--- src/rtl/multicycle_control.sv ---
// Moore control FSM for a multicycle MIPS-style datapath (R-type, lw, sw, beq, j, addi).
// All control outputs decode from the current state and are held at zero while reset is high.
module multicycle_control (
  input  logic       clock,
  input  logic       reset,
  input  logic [5:0] Opcode,
  output logic       PCWrite,
  output logic       PCWriteCond,
  output logic       IorD,
  output logic       MemRead,
  output logic       MemWrite,
  output logic       IRWrite,
  output logic       MemtoReg,
  output logic       RegDst,
  output logic       RegWrite,
  output logic       ALUSrcA,
  output logic [1:0] ALUSrcB,
  output logic [1:0] ALUOp,
  output logic [1:0] PCSource,
  output logic [3:0] State
);

  localparam logic [5:0] OP_RTYPE = 6'b000000;
  localparam logic [5:0] OP_LW    = 6'b100011;
  localparam logic [5:0] OP_SW    = 6'b101011;
  localparam logic [5:0] OP_BEQ   = 6'b000100;
  localparam logic [5:0] OP_J     = 6'b000010;
  localparam logic [5:0] OP_ADDI  = 6'b001000;

  typedef enum logic [3:0] {
    S_FETCH    = 4'd0,
    S_DECODE   = 4'd1,
    S_MEMADDR  = 4'd2,
    S_MEMRD    = 4'd3,
    S_MEMWB    = 4'd4,
    S_MEMWR    = 4'd5,
    S_EXEC     = 4'd6,
    S_RWB      = 4'd7,
    S_BRANCH   = 4'd8,
    S_JUMP     = 4'd9,
    S_ADDI_EX  = 4'd10,
    S_ADDI_WB  = 4'd11
  } state_t;

  state_t state_q, state_d;

  always_ff @(posedge clock) begin
    if (reset) state_q <= S_FETCH;
    else       state_q <= state_d;
  end

  // Opcode is only consulted in Decode and MemAddr; every other state has a fixed successor.
  always_comb begin
    state_d = S_FETCH;
    case (state_q)
      S_FETCH:   state_d = S_DECODE;
      S_DECODE: begin
        case (Opcode)
          OP_LW, OP_SW: state_d = S_MEMADDR;
          OP_RTYPE:     state_d = S_EXEC;
          OP_BEQ:       state_d = S_BRANCH;
          OP_J:         state_d = S_JUMP;
          OP_ADDI:      state_d = S_ADDI_EX;
          default:      state_d = S_FETCH;
        endcase
      end
      S_MEMADDR: begin
        if (Opcode == OP_LW)      state_d = S_MEMRD;
        else if (Opcode == OP_SW) state_d = S_MEMWR;
        else                      state_d = S_FETCH;
      end
      S_MEMRD:   state_d = S_MEMWB;
      S_EXEC:    state_d = S_RWB;
      S_ADDI_EX: state_d = S_ADDI_WB;
      default:   state_d = S_FETCH;
    endcase
  end

  always_comb begin
    PCWrite     = 1'b0;
    PCWriteCond = 1'b0;
    IorD        = 1'b0;
    MemRead     = 1'b0;
    MemWrite    = 1'b0;
    IRWrite     = 1'b0;
    MemtoReg    = 1'b0;
    RegDst      = 1'b0;
    RegWrite    = 1'b0;
    ALUSrcA     = 1'b0;
    ALUSrcB     = 2'b00;
    ALUOp       = 2'b00;
    PCSource    = 2'b00;
    State       = 4'd0;
    // Reset gates every output so no architectural write can slip out mid-reset.
    if (!reset) begin
      State = state_q;
      case (state_q)
        S_FETCH: begin
          MemRead = 1'b1;
          IRWrite = 1'b1;
          ALUSrcB = 2'b01;
          PCWrite = 1'b1;
        end
        S_DECODE: ALUSrcB = 2'b11;
        S_MEMADDR, S_ADDI_EX: begin
          ALUSrcA = 1'b1;
          ALUSrcB = 2'b10;
        end
        S_MEMRD: begin
          MemRead = 1'b1;
          IorD    = 1'b1;
        end
        S_MEMWR: begin
          MemWrite = 1'b1;
          IorD     = 1'b1;
        end
        S_MEMWB: begin
          RegWrite = 1'b1;
          MemtoReg = 1'b1;
        end
        S_EXEC: begin
          ALUSrcA = 1'b1;
          ALUOp   = 2'b10;
        end
        S_RWB: begin
          RegWrite = 1'b1;
          RegDst   = 1'b1;
        end
        S_BRANCH: begin
          ALUSrcA     = 1'b1;
          ALUOp       = 2'b01;
          PCWriteCond = 1'b1;
          PCSource    = 2'b01;
        end
        S_JUMP: begin
          PCWrite  = 1'b1;
          PCSource = 2'b10;
        end
        S_ADDI_WB: RegWrite = 1'b1;
        default: ;
      endcase
    end
  end

endmodule

--- config.mk ---
export PLATFORM = sky130hd
export DESIGN_NAME = multicycle_control
export DESIGN_NICKNAME = d
export VERILOG_FILES = /design/src/rtl/multicycle_control.sv
export SDC_FILE = /design/constraint.sdc
export NUM_CORES = 1
export LEC_CHECK = 0
export ABC_AREA = 1
export CAP_MARGIN = 20
export CORE_MARGIN = 1
export CORE_UTILIZATION = 41
export DETAILED_ROUTE_END_ITERATION = 10
export PLACE_DENSITY_LB_ADDON = 0.15
export SETUP_SLACK_MARGIN = 0.3
export SYNTH_ARGS = -nofsm -noshare
export SYNTH_HDL_FRONTEND = slang
export SYNTH_SLANG_ARGS = --single-unit
export TNS_END_PERCENT = 30
--- constraint.sdc ---
create_clock -name clock -period 2.5 [get_ports clock]
set_input_delay 0.5 -clock clock [delete_from_list [all_inputs] [get_ports clock]]
set_output_delay 0.5 -clock clock [all_outputs]
set_load 0.02 [all_outputs]
* Word level (Yosys, flattened, before mapping)
Index checks and enable logic that the tools add are counted.
** Cells by class
- Equality and inequality tests :: 16
- Mux-type cells :: 31
- Reduce and logical (&&, ||, !) cells :: 9
** Operators by type and width (count)
- $pmux W4 S6 :: 1
- $mux W1 :: 20
- $pmux W4 S5 :: 1
- $eq A4 B3 Y1 const B :: 4
- $eq A4 B4 Y1 const B :: 4
- $eq A6 B6 Y1 const B :: 2
- $reduce_or A2 Y1 :: 5
- $eq A4 B2 Y1 const B :: 2
- $pmux W2 S2 :: 2
- $eq A6 B2 Y1 const B :: 1
- $eq A6 B3 Y1 const B :: 1
- $eq A6 B4 Y1 const B :: 1
- $logic_not A6 Y1 :: 1
- $mux W2 :: 3
- $mux W3 :: 2
- $pmux W2 S3 :: 1
- $eq A4 B1 Y1 const B :: 1
- $logic_not A4 Y1 :: 1
- $mux W4 :: 1
- $reduce_or A4 Y1 :: 1
- $reduce_or A3 Y1 :: 1
** Word-level totals
- Register bits after elaboration :: 4
- Input port bits :: 8
- Output and inout bits :: 20
- Word-level logic and storage cells :: 57

* Logic depth before layout (Yosys ltp)
- Depth in word-level cells :: 4
- Depth in mapped cells :: 8
- Mapped depth without buffers :: 8

* Worst setup path after synthesis
Ideal clock, no wire load.
- Kind :: input to output
- From :: input reset
- To :: output ALUOp[0]
- Arrival :: 1.421 ns
- Data required time :: 2.000 ns
- Setup slack :: 0.579 ns
- Stages on the path :: 4
- Path buffers :: 3
- Cell sequence :: clkbuf_1 > buf_2 > nor2_1 > buf_4
** On the way
- Longest elaborated chain between the ends :: 1
** Ends and longest elaborated chain
- start: declaration :: RTL line 5 : input logic reset,
- $mux W2 :: RTL line 95 : if (!reset) begin
- end: declaration :: RTL line 18 : output logic [1:0] ALUOp,
Every way passes these cells.

* Worst setup path after layout
- From :: input reset
- To :: output PCWrite
** On the way
- Longest elaborated chain between the ends :: 1
** Ends and longest elaborated chain
- $mux W1 :: RTL line 95
- end: declaration :: RTL line 7 : output logic PCWrite,
Every way passes these cells.

==> metrics.txt <==
status=complete, no violations; Slew Viols, Final=0; vias in the first global route=612; Regs by FF count=state_q x4; initial core utilization=0.462; Mapped Cells=100; Final Cell Area=860 um2; CTS buffer count=3; vias=699; number of core rows=12; Worst setup EP type=primary output; RSZ-0062 raised after global routing=yes; I/O Pins=28; Post-synth EDFFs=0; Iter 0 DRT Violations=13; Yosys cell types=24; CP Launch Type=input pin; drt pass-1 iters=4; worst hold path type=reg -> reg; Tcrit/Tclk final=0.957; largest net degree at the start of global routing=11; Max Freq=418 MHz; Setup Viol. Count Final=0; Mapped Nets=108; ys flop type=dfxtp_1; Fillers=107; sequential cell area=82.6 um2; Worst VDD drop=270 uV; Slew @ Worst Pin=246 ps; Die W=38.3 um; clock sink count=4; Area growth syn-to-layout=59.0%; total track usage=0.241; clk root buf=clkbuf_4; Final Hold Vio Count=0; port bufs=27; layout cell share with drive strength beyond 1=0.171; top post-synthesis cells by area=nor2_1, dfxtp_1, nand2_1, inv_1, nand3_1; synthesized area=541 um2; Reg with most FFs=state_q; ANT cells=0; Worst-Skew Late Latency=220 ps; Async SR Flop Fraction=0; drt drc=0; multi-input logic area=365 um2; crit path cell chain=clkdlybuf4s50_1 > buf_4 > a21oi_1 > clkdlybuf4s50_1; Avg Vias per Cell=4.89; gpl congestion=0.815; core area=1170 um2; Die Footprint=1470 um2; critical setup path kind=in -> out; Synth Area per Inst=5.41 um2; DIE HEIGHT=38.3 um; final net count=139; WP data required=2000 ps; Final min period=2390 ps; most used cell, CP=clkdlybuf4s50_1; synthesized flop and latch total=4; most common cell in the synthesized netlist=nor2_1; Critical Path Max Stage Delay=610 ps; Worst slew margin=0.835; detailed placer's ending HPWL=1.24 mm; slowest cell on the critical path=clkdlybuf4s50_1; crit-path max FO=10; Hold WS=671 ps; first-pass GRT wire length=2.46 mm; max reg flops=4; CP arrival=1890 ps; Placed Cells=140; post-synthesis sequential area ratio=0.148; P_leak=0.513 nW; Worst-path clk slew=40 ps; Max-Cap Viols=0; antenna violations before repair=0; DP Area=827 um2; area leader, netlist=nor2_1; Final ANT Viol Nets=0; Synth top area share=0.174; most frequent cells after synthesis=nor2_1, nand2_1, inv_1; TritonCTS clock tree=built; yosys synthesis warning count=0; CTS max path bufs=2; Post-Layout Cell Count=143; Total Wirelength=1.52 mm; Final Skew=2.31 ps; drt wl/cell=10.6 um; GRT overflow=0; Power Dens Cells=260 nW/um2; Setup TNS Final=0 ps; H-tree levels=1
==> metal layers <==
layer,track usage,routed length (um),vias up
li1,-,-,364
met4,0.0804,10,0
met5,0,0,-
met1,0.290,657,310
met2,0.445,767,23
met3,0.0116,86,2
==> path summary, 6_finish.rpt <==
path / start / to / slack, ps / cells past startpoint
max: reset / PCWrite / 110 / 4
min: state_q[0]$_SDFF_PP0_ / state_q[0]$_SDFF_PP0_ / 670 / 5
max reg2reg: state_q[3]$_SDFF_PP0_ / state_q[1]$_SDFF_PP0_ / 1400 / 7
min reg2reg: state_q[0]$_SDFF_PP0_ / state_q[0]$_SDFF_PP0_ / 670 / 5
==> kinds of logic (layout without fill, tap and decap cells) <==
family          after synthesis  after routing  synth area share
buf+inv                      23             52             0.176
simple gates                 62             62             0.551
flops                         4              4             0.148
compound gates               11             11             0.125
==> report_power, final <==
part           leakage, nW  switching [mW]  internal (mW)  total, mW
combinational        0.466          0.0427         0.0353     0.0780
clock               0.0138          0.0227         0.0535     0.0761
sequential          0.0333         0.00343         0.0663     0.0697
total                0.513          0.0688          0.155      0.224
==> metrics by stage <==
| stage | util | power, mW | setup slack, ps |
|---|---|---|---|
| after floorplan | - | 0.113 | 579 |
| after global placement | 0.706 | 0.148 | 69.9 |
| after detailed placement | 0.706 | 0.149 | 43.6 |
| after CTS | 0.719 | 0.227 | 70.0 |
| after global routing | 0.734 | 0.237 | 56.2 |
| final | 0.734 | 0.224 | 108 |
==> layout make-up <==
| type | count | area share |
|---|---|---|
| multi-input combinational | 73 | 0.425 |
| timing repair buffer | 30 | 0.349 |
| sequential | 4 | 0.0961 |
| inverter | 19 | 0.0830 |
| clock buffer | 3 | 0.0262 |
| tap | 14 | 0.0204 |
==> cells in the final DEF, fill, tap and decap left out <==
cell type,n
a21oi_1,3
a21oi_2,1
a31oi_1,1
buf_4,3
clkbuf_4,3
clkdlybuf4s50_1,15
dfxtp_1,2
dfxtp_2,2
dlygate4sd2_1,6
dlymetal6s2s_1,6
inv_1,16
inv_2,3
nand2_1,19
nand2_2,2
nand2_4,1
nand2_8,1
nand3_1,6
nand4_1,2
nor2_1,25
nor2_2,3
nor2_4,2
nor3_1,1
o211ai_1,1
o21ai_0,2
o21ai_1,1
o21ai_2,1
o22ai_1,1
==> what timing repair did <==
action | in CTS | in global routing
resized for setup | 6 | 8
buffers inserted | 0 | 0
hold buffers | 0 | 0
endpoints found under the setup margin | 20 | 20
hold endpoints to repair | 0 | 0
==> worst max-delay path: cells and delay by family <==
family | cells | cell delay [ps]
buffers and inverters | 3 | 1260
AOI/OAI and AO/OA | 1 | 120
Power figures use the tool's default switching activity.
==> RTL edit: new RTL, same flow settings <==
Put a register stage on the output `State`, without a reset. The value now appears one clock later. The other outputs are not delayed to match.
--- a/src/rtl/multicycle_control.sv
+++ b/src/rtl/multicycle_control.sv
@@ -42,4 +42,6 @@
     S_ADDI_WB  = 4'd11
   } state_t;
+
+  logic [3:0] State_d;
 
   state_t state_q, state_d;
@@ -91,8 +93,8 @@
     ALUOp       = 2'b00;
     PCSource    = 2'b00;
-    State       = 4'd0;
+    State_d     = 4'd0;
     // Reset gates every output so no architectural write can slip out mid-reset.
     if (!reset) begin
-      State = state_q;
+      State_d = state_q;
       case (state_q)
         S_FETCH: begin
@@ -143,4 +145,8 @@
   end
 
+  always_ff @(posedge clock) begin
+    State <= State_d;
+  end
+
 endmodule
 
Check against the original RTL: not equivalent (a bounded check fails within 4 cycles, from zero or initial values and one cycle with reset high).
==> RTL edit against the original RTL <==
  * First-iteration DRC count grew 23%
  * Area after synthesis grew 15%
  * Wire length is 7.8% lower
  * Combinational power shrank 2%
  * Design area grew 8.0%
  * Sequential cell count rose by 4
  * Setup slack got worse by 0.011 ns
  * Power rose by 36%
  * Highest routed layer is now met3
==> RTL edit: results (changes against the original RTL) <==
Status: completed
Antenna violations before repair: 0 (unchanged)
Synth Area in Compound Gates: 10.9% (-1.6 points)
Fill count: 131 (+22%)
Top Layer Used: met3
Nets@finish: 142 (+2.2%)
Number of global-route vias before repair: 594 (-2.9%)
Routed WL: 1400 µm (-7.8%)
Mapped Cells: 104 (+4.0%)
Worst Setup EP: ALUSrcB[1]
Overall global routing resource usage: 19.7% (-4.4 points)
Top cells by count, synth: 25 x nor2_1, 19 x nand2_1, 16 x inv_1
DR iter-0 viols: 16 (+3)
Largest net degree at the start of global routing: 16 (+5)
Syn nets: 112 (+3.7%)
Hold Path Class: flip-flop to flip-flop
Sequential share of the synthesized area: 25.8% (+11 points)
RD Place Congestion: 0.876 (+7.5%)
Total number of vias: 689 (-1.4%)
Pins Over Slew Limit: 0 (unchanged)
Psw: 0.0000836 W (+21%)
Reg2Reg Capture Point: state_q[1]$_SDFF_PP0_
Grt met2 use: 35.9% (-8.6 points)
Worst skew pair latency: 0.24 ns (+0.02 ns)
Clock slew at reported path FFs: 0.05 ns
Avg Vias per Cell: 4.69 (-4.1%)
Slew @ Worst Pin: 0.279 ns (+0.0327 ns)
CP Max Fanout: 15 (+5)
WL met2: 737 µm (-3.9%)
Logic gate share of total power: 25.2% (-9.6 points)
Pleak: 0.496 nW (-3.3%)
Ranking of synthesized cells by area: dfxtp_1 26%, nor2_1 15%, nand2_1 11%, inv_1 9.7%, nand3_1 4.8%
Hold Crit Start: state_q[2]$_SDFF_PP0_
Placed inst area: 901 µm² (+8.9%)
Post-Place Cells: 144 (+2.9%)
Hold Crit Depth: 2 (-3)
Global-route wire length before repair: 2190 µm (-11%)
Routed metal-1 wirelength: 601 µm (-8.5%)
Met3 Use GR: 4.89% (+3.7 points)
Hold endpoint: State[2]$_SDFF_PP0_
Share of layout cells above drive strength 1: 14.4% (-2.7 points)
Max Cap Violations: 0 (unchanged)
Flop-to-flop setup slack: 1.36 ns (-0.04 ns)
Gates resized, CTS repair: 4 (-2)
Dpl hpwl: 1220 µm (-1.7%)
Maximum VDD drop: 0.256 mV (-5.1%)
Worst r2r src: state_q[0]$_SDFF_PP0_
Largest regs: State x4, state_q x4
Met3 wire length: 62 µm (-28%)
Met1 Use GR: 22.3% (-6.7 points)
Clock group: 0.0000932 W (+22%)
Worst Clk Skew: 0.000572 ns (-0.00174 ns)
[RTL edit: layout make-up]
class	instances	area, µm²	share of cell area, %
Timing Repair Buffer	29	290	31.3
Tap cell	15	18.8	2.02
Sequential cell	8	160	17.3
Clock buffer	3	22.5	2.43
Multi-Input combinational cell	73	365	39.4
Inverter	19	71.3	7.68
[RTL edit: per-stage QoR]
stage                     setup slack [ns]  hold WS, ns  power, W  utilization, %
after detailed placement            0.0276        0.549  0.000214            66.7
after global routing                0.0236        0.588  0.000323            68.8
after CTS                           0.0420        0.559  0.000309            68.0
after floorplan                      0.579        0.519  0.000179               -
final                               0.0975        0.558  0.000304            68.8
after global placement              0.0705        0.549  0.000213            66.7
[RTL edit: cells by family after synthesis]
family / after synthesis
AND/OR/NAND/NOR: 62
buffers and inverters: 23
flip-flops: 8
AO/OA/AOI/OAI: 11
[RTL edit: worst max-delay path, delay by kind of cell]
kind | cells | cell delay (ns)
buffers and inverters | 3 | 1.26
AOI/OAI and AO/OA | 1 | 0.13
